$ cat src/rtl/shared_ram_arbiter.sv
// Two-master arbiter for a single-port synchronous work RAM, modelling the
// board's TTL bus-arbitration logic. Accesses are paced by the cen strobe.
module shared_ram_arbiter #(
  parameter int AW      = 11,
  parameter int DW      = 8,
  parameter int ACC_CYC = 2
) (
  input  logic          clk,
  input  logic          rst_n,
  input  logic          cen,
  // bus A (main CPU)
  input  logic          req_a,
  input  logic          we_a,
  input  logic [AW-1:0] addr_a,
  input  logic [DW-1:0] din_a,
  output logic [DW-1:0] dout_a,
  output logic          ack_a,
  output logic          wait_a,
  // bus B (sub CPU)
  input  logic          req_b,
  input  logic          we_b,
  input  logic [AW-1:0] addr_b,
  input  logic [DW-1:0] din_b,
  output logic [DW-1:0] dout_b,
  output logic          ack_b,
  output logic          wait_b,
  // shared RAM
  output logic [AW-1:0] ram_addr,
  output logic          ram_we,
  output logic [DW-1:0] ram_din,
  input  logic [DW-1:0] ram_dout,
  // arbiter state: 0 = IDLE, 1 = ACC_A, 2 = ACC_B
  output logic [1:0]    dbg_state
);

  typedef enum logic [1:0] {
    IDLE  = 2'd0,
    ACC_A = 2'd1,
    ACC_B = 2'd2
  } state_t;

  localparam logic [3:0] LAST_CNT = 4'(ACC_CYC - 1);

  state_t        state_q;
  logic          last_q;      // 1 = bus B held the most recent grant
  logic          served_a_q;
  logic          served_b_q;
  logic          served_a_d;
  logic          served_b_d;
  logic [3:0]    cnt_q;
  logic          we_q;
  logic [AW-1:0] addr_q;
  logic [DW-1:0] din_q;
  logic [DW-1:0] dout_a_q;
  logic [DW-1:0] dout_b_q;
  logic          ack_a_q;
  logic          ack_b_q;

  logic pend_a;
  logic pend_b;
  logic grant_a;
  logic grant_b;
  logic final_strobe;
  logic final_a;
  logic final_b;

  assign pend_a = req_a & ~served_a_q;
  assign pend_b = req_b & ~served_b_q;

  // On a tie the bus that was not granted last wins.
  assign grant_a = (state_q == IDLE) & pend_a & (~pend_b | last_q);
  assign grant_b = (state_q == IDLE) & pend_b & (~pend_a | ~last_q);

  assign final_strobe = (state_q != IDLE) & cen & (cnt_q == LAST_CNT);
  assign final_a      = final_strobe & (state_q == ACC_A);
  assign final_b      = final_strobe & (state_q == ACC_B);

  // A bus stays served until it drops its request, giving one ack per req.
  always_comb begin
    served_a_d = 1'b0;
    served_b_d = 1'b0;
    if (req_a) served_a_d = served_a_q | final_a;
    if (req_b) served_b_d = served_b_q | final_b;
  end

  always_ff @(posedge clk or negedge rst_n) begin
    if (!rst_n) begin
      state_q    <= IDLE;
      last_q     <= 1'b1;
      served_a_q <= 1'b0;
      served_b_q <= 1'b0;
      cnt_q      <= 4'd0;
      we_q       <= 1'b0;
      addr_q     <= '0;
      din_q      <= '0;
      dout_a_q   <= '0;
      dout_b_q   <= '0;
      ack_a_q    <= 1'b0;
      ack_b_q    <= 1'b0;
    end else begin
      ack_a_q    <= final_a;
      ack_b_q    <= final_b;
      served_a_q <= served_a_d;
      served_b_q <= served_b_d;
      case (state_q)
        IDLE: begin
          if (grant_a) begin
            state_q <= ACC_A;
            we_q    <= we_a;
            addr_q  <= addr_a;
            din_q   <= din_a;
            cnt_q   <= 4'd0;
            last_q  <= 1'b0;
          end else if (grant_b) begin
            state_q <= ACC_B;
            we_q    <= we_b;
            addr_q  <= addr_b;
            din_q   <= din_b;
            cnt_q   <= 4'd0;
            last_q  <= 1'b1;
          end
        end
        ACC_A, ACC_B: begin
          if (cen) begin
            if (cnt_q == LAST_CNT) begin
              state_q <= IDLE;
              // ram_addr has been stable since grant, so ram_dout is valid here.
              if (!we_q && state_q == ACC_A) dout_a_q <= ram_dout;
              if (!we_q && state_q == ACC_B) dout_b_q <= ram_dout;
            end else begin
              cnt_q <= cnt_q + 4'd1;
            end
          end
        end
        default: state_q <= IDLE;
      endcase
    end
  end

  assign ram_addr  = addr_q;
  assign ram_din   = din_q;
  assign ram_we    = final_strobe & we_q;
  assign dout_a    = dout_a_q;
  assign dout_b    = dout_b_q;
  assign ack_a     = ack_a_q;
  assign ack_b     = ack_b_q;
  assign wait_a    = pend_a & ~ack_a_q;
  assign wait_b    = pend_b & ~ack_b_q;
  assign dbg_state = state_q;

  a_ack_onehot: assert property (@(posedge clk) disable iff (!rst_n)
    !(ack_a_q && ack_b_q));
  a_we_in_access: assert property (@(posedge clk) disable iff (!rst_n)
    ram_we |-> (state_q != IDLE));
  a_addr_stable: assert property (@(posedge clk) disable iff (!rst_n)
    (state_q != IDLE && !final_strobe) |=> ($stable(addr_q) && $stable(din_q)));

endmodule

$ cat config.mk
export PLATFORM = sky130hd
export DESIGN_NAME = shared_ram_arbiter
export DESIGN_NICKNAME = d
export VERILOG_FILES = /design/src/rtl/shared_ram_arbiter.sv
export SDC_FILE = /design/constraint.sdc
export NUM_CORES = 1
export LEC_CHECK = 0
export BUFFER_PORTS_ARGS = -buffer_cell sky130_fd_sc_hd__buf_2
export CAP_MARGIN = 0
export CORE_UTILIZATION = 43
export CTS_CLUSTER_DIAMETER = 50
export DETAILED_ROUTE_END_ITERATION = 6
export PLACE_DENSITY = 0.85
export SLEW_MARGIN = 10
export SYNTH_ARGS = -nofsm -noshare
export SYNTH_HDL_FRONTEND = slang
export SYNTH_SLANG_ARGS = --single-unit
export TNS_END_PERCENT = 100
$ cat constraint.sdc
create_clock -name clk -period 2 [get_ports clk]
set_input_delay 0.1 -clock clk [delete_from_list [all_inputs] [get_ports clk]]
set_output_delay 0.1 -clock clk [all_outputs]
set_load 0.03 [all_outputs]
==> Implementation_results.wiki <==
{| class="wikitable"
! Metric !! Value
|-
| Sum of overflow across all layers after global routing || 0
|-
| Largest clock skew in the final design || 0.00683 ns
|-
| Slew Viols, Final || 0
|-
| WL per Instance || 12.8 um
|-
| Final clock period utilization by the worst path || 0.960
|-
| Clock latency of the later-clocked register in the worst-skew pair || 0.30 ns
|-
| Final wirelength || 4640 um
|-
| Final core utilization || 0.611
|-
| Final instance count without filler cells || 362
|-
| Flip-flop and latch count after synthesis || 47
|-
| Antenna Cells || 0
|-
| Y dimension of the die || 73.6 um
|-
| Highest-count cells in the layout ignoring fill and taps || 94 x sky130_fd_sc_hd__buf_2, 46 x sky130_fd_sc_hd__dfrtp_1, 23 x sky130_fd_sc_hd__o21ai_0
|-
| Startpoint kind of the worst setup timing path || flop
|-
| WP data required || 2.19 ns
|-
| Vias in the first global route || 1676
|-
| HPWL after detailed placement || 3480 um
|-
| Cell Area, Synth || 0.00221 sq mm
|-
| Remaining antenna violation count || 0
|-
| Warnings from Yosys || 0
|-
| Worst setup path class || reg2reg
|-
| Number of design rule violations left after detail routing || 0
|-
| Minimum setup slack after placement || 0.0170 ns
|-
| Via density per instance || 4.97
|-
| Post-synthesis async set-or-reset flop share || 1.00
|-
| Share of the yosys chip area belonging to registers || 0.533
|-
| Min setup slack post-route || 0.0800 ns
|-
| Result of the run || finished, final reports clean
|-
| Clock root buffer || sky130_fd_sc_hd__clkbuf_8
|-
| Global-route wire length before repair || 7610 um
|-
| Buffers added on ports || 94
|-
| Maximum frequency from static timing analysis || 521 MHz
|-
| Number of buffers on the longest clock path || 2
|-
| Number of max-capacitance violations reported || 0
|-
| Starting utilization of the core area || 0.458
|-
| Number of placed instances with taps included || 352
|-
| Standard cell core area || 0.00482 sq mm
|-
| Count of nets after finishing || 352
|-
| Transition time at the pin with the least slew margin || 0.368 ns
|-
| Peak fanout along the critical path || 5
|-
| Number of synthesized flops with an enable pin || 0
|-
| Pin count of the biggest net entering global routing || 48
|-
| Leading cell type in the layout, fill and taps excluded || sky130_fd_sc_hd__buf_2
|-
| Weighted congestion at the end of routability-driven global placement || 0.860
|-
| Slowest CP cell || sky130_fd_sc_hd__dfrtp_1
|-
| Max-slew headroom at the worst pin || 0.752
|-
| Clock-pin slew on the worst setup and hold paths || 0.08 ns
|-
| Via count of the routed design || 1799
|-
| Hold Violations, Final || 0
|-
| Crit end category || flop
|-
| Leakage power figure || 1.51 nW
|-
| Ys flop type || sky130_fd_sc_hd__dfrtp_1
|-
| Area of the die || 0.00542 sq mm
|-
| Ports placed on the boundary || 95
|-
| Worst stage delay on the critical path || 0.41 ns
|-
| Site Rows || 25
|-
| Sum Neg Setup Slack || 0 ns
|-
| Combined global-route utilization of all metal layers || 0.188
|-
| Avg Synthesized Cell Area || 11.4 sq um
|-
| Number of clock sinks seen by CTS || 47
|-
| Area added between synthesis and finish || 33.4%
|-
| Filler cell count || 416
|-
| Worst min path class || in2reg
|-
| H-tree depth reported by CTS || 2
|-
| Starting DRT DRC Count || 59
|-
| Drt pass-1 iters || 4
|-
| Max VDD drop || 0.756 mV
|-
| Number of clock buffers inserted by TritonCTS || 5
|-
| Gate count of the mapped netlist || 193
|-
| TritonCTS clock tree || done
|-
| Number of antenna violations at the first check in global routing || 0
|-
| Final number of setup-violating endpoints || 0
|-
| Cell Pwr Density || 1520 mW/mm^2
|-
| Share of post-route cells with drive strength above 1 || 0.458
|-
| Horizontal die dimension || 73.6 um
|-
| Final worst path period need || 1.92 ns
|-
| Number of distinct library cell variants in the gate-level netlist after synthesis || 35
|-
| Post-Syn Nets || 251
|-
| Arrival time at the worst endpoint || 2.11 ns
|-
| Critical path cell sequence || inv_2, ha_4, or3b_4, nor4b_4, buf_4, mux2_2
|}
==> final timing paths <==
path                            slack [ns]  cells after the start    endpoint     start
worst min-delay path                  0.04                      2  served_a_q     req_a
worst max register to register        0.08                      6   dout_b[7]  cnt_q[1]
worst max-delay path                  0.08                      6   dout_b[7]  cnt_q[1]
max in group asynchronous             1.42                      3      last_q     rst_n
min in group asynchronous             0.30                      3   dout_a[1]     rst_n
worst min register to register        0.48                      2      last_q    last_q
==> report_power, final <==
group	total (mW)	internal (mW)	switching, mW
Sequential	1.57	1.34	0.225
Clock	0.590	0.283	0.307
Combinational	2.33	0.860	1.47
Total	4.48	2.49	2.00
==> final cells by class <==
type,count,area (sq um),share of cell area
multi-input combinational,132,988,0.336
sequential,47,1180,0.400
clock inverter,1,8.76,0.00297
timing repair buffer,104,586,0.199
tap,67,83.8,0.0285
clock buffer,7,86.3,0.0293
inverter,4,15.0,0.00510
==> repair_timing <==
| item | in CTS | in global routing |
|---|---|---|
| pin swaps | 1 | 1 |
| gates resized for setup | 2 | 1 |
| hold buffers | 1 | 0 |
| gates cloned | 0 | 0 |
| buffers inserted | 1 | 0 |
| setup endpoints to repair | 6 | 8 |
| endpoints found under the hold margin | 46 | 0 |
==> through the flow <==
step                area (sq um)  power, mW  hold WS (ns)
floorplan                   2210       3.16        -0.196
global placement            2820       3.84         0.101
detailed placement          2820       3.90         0.106
CTS                         2940       4.51        0.0336
global route                2950       4.80        0.0336
finish                      2950       4.48        0.0401
==> flip-flops by register name, indices dropped and copies added (netlist names) <==
register,flops
we_q,1
dout_a,8
cnt_q,4
last_q,1
ack_b,1
served_b_q,1
ram_addr,11
dout_b,8
ack_a,1
served_a_q,1
ram_din,8
dbg_state,2
==> layer usage <==
metal	wire length [um]	up-vias	global-route usage
li1	-	887	-
met1	2000	826	0.215
met2	2280	80	0.335
met3	291	6	0.0494
met4	61	0	0.0684
met5	0	-	0
==> critical path: cells and delay by family (launching register included) <==
family | cells | cell delay (ns)
simple gates | 2 | 0.64
flops | 1 | 0.41
mux | 1 | 0.33
fa+ha+maj | 1 | 0.15
buf+inv | 2 | 0.28
==> cells by family after synthesis <==
family | Yosys count | synth area share
compound gates | 39 | 0.104
fa+ha+maj | 5 | 0.0283
buf+inv | 14 | 0.0261
flops | 47 | 0.533
mux | 38 | 0.182
simple gates | 50 | 0.126
==> synth_stat cells, drive strengths merged (2+ instances only) <==
| library cell | count | share of area |
|---|---|---|
| and2 | 4 | 0.011 |
| mux2 | 17 | 0.087 |
| a31oi | 2 | 0.0057 |
| dfrtp | 46 | 0.52 |
| o21ai | 24 | 0.054 |
| nor2 | 6 | 0.010 |
| nand3 | 4 | 0.0091 |
| a21oi | 3 | 0.0068 |
| or3b | 2 | 0.0091 |
| mux2i | 21 | 0.095 |
| buf | 4 | 0.0091 |
| and3 | 2 | 0.0057 |
| nand2 | 22 | 0.037 |
| ha | 5 | 0.028 |
| inv | 4 | 0.0068 |
| clkbuf | 6 | 0.010 |
| nand2b | 2 | 0.0057 |
| nor3b | 2 | 0.0068 |
| nor2b | 2 | 0.0057 |
| o21a | 2 | 0.0068 |
(Power assumes the default switching activity.)
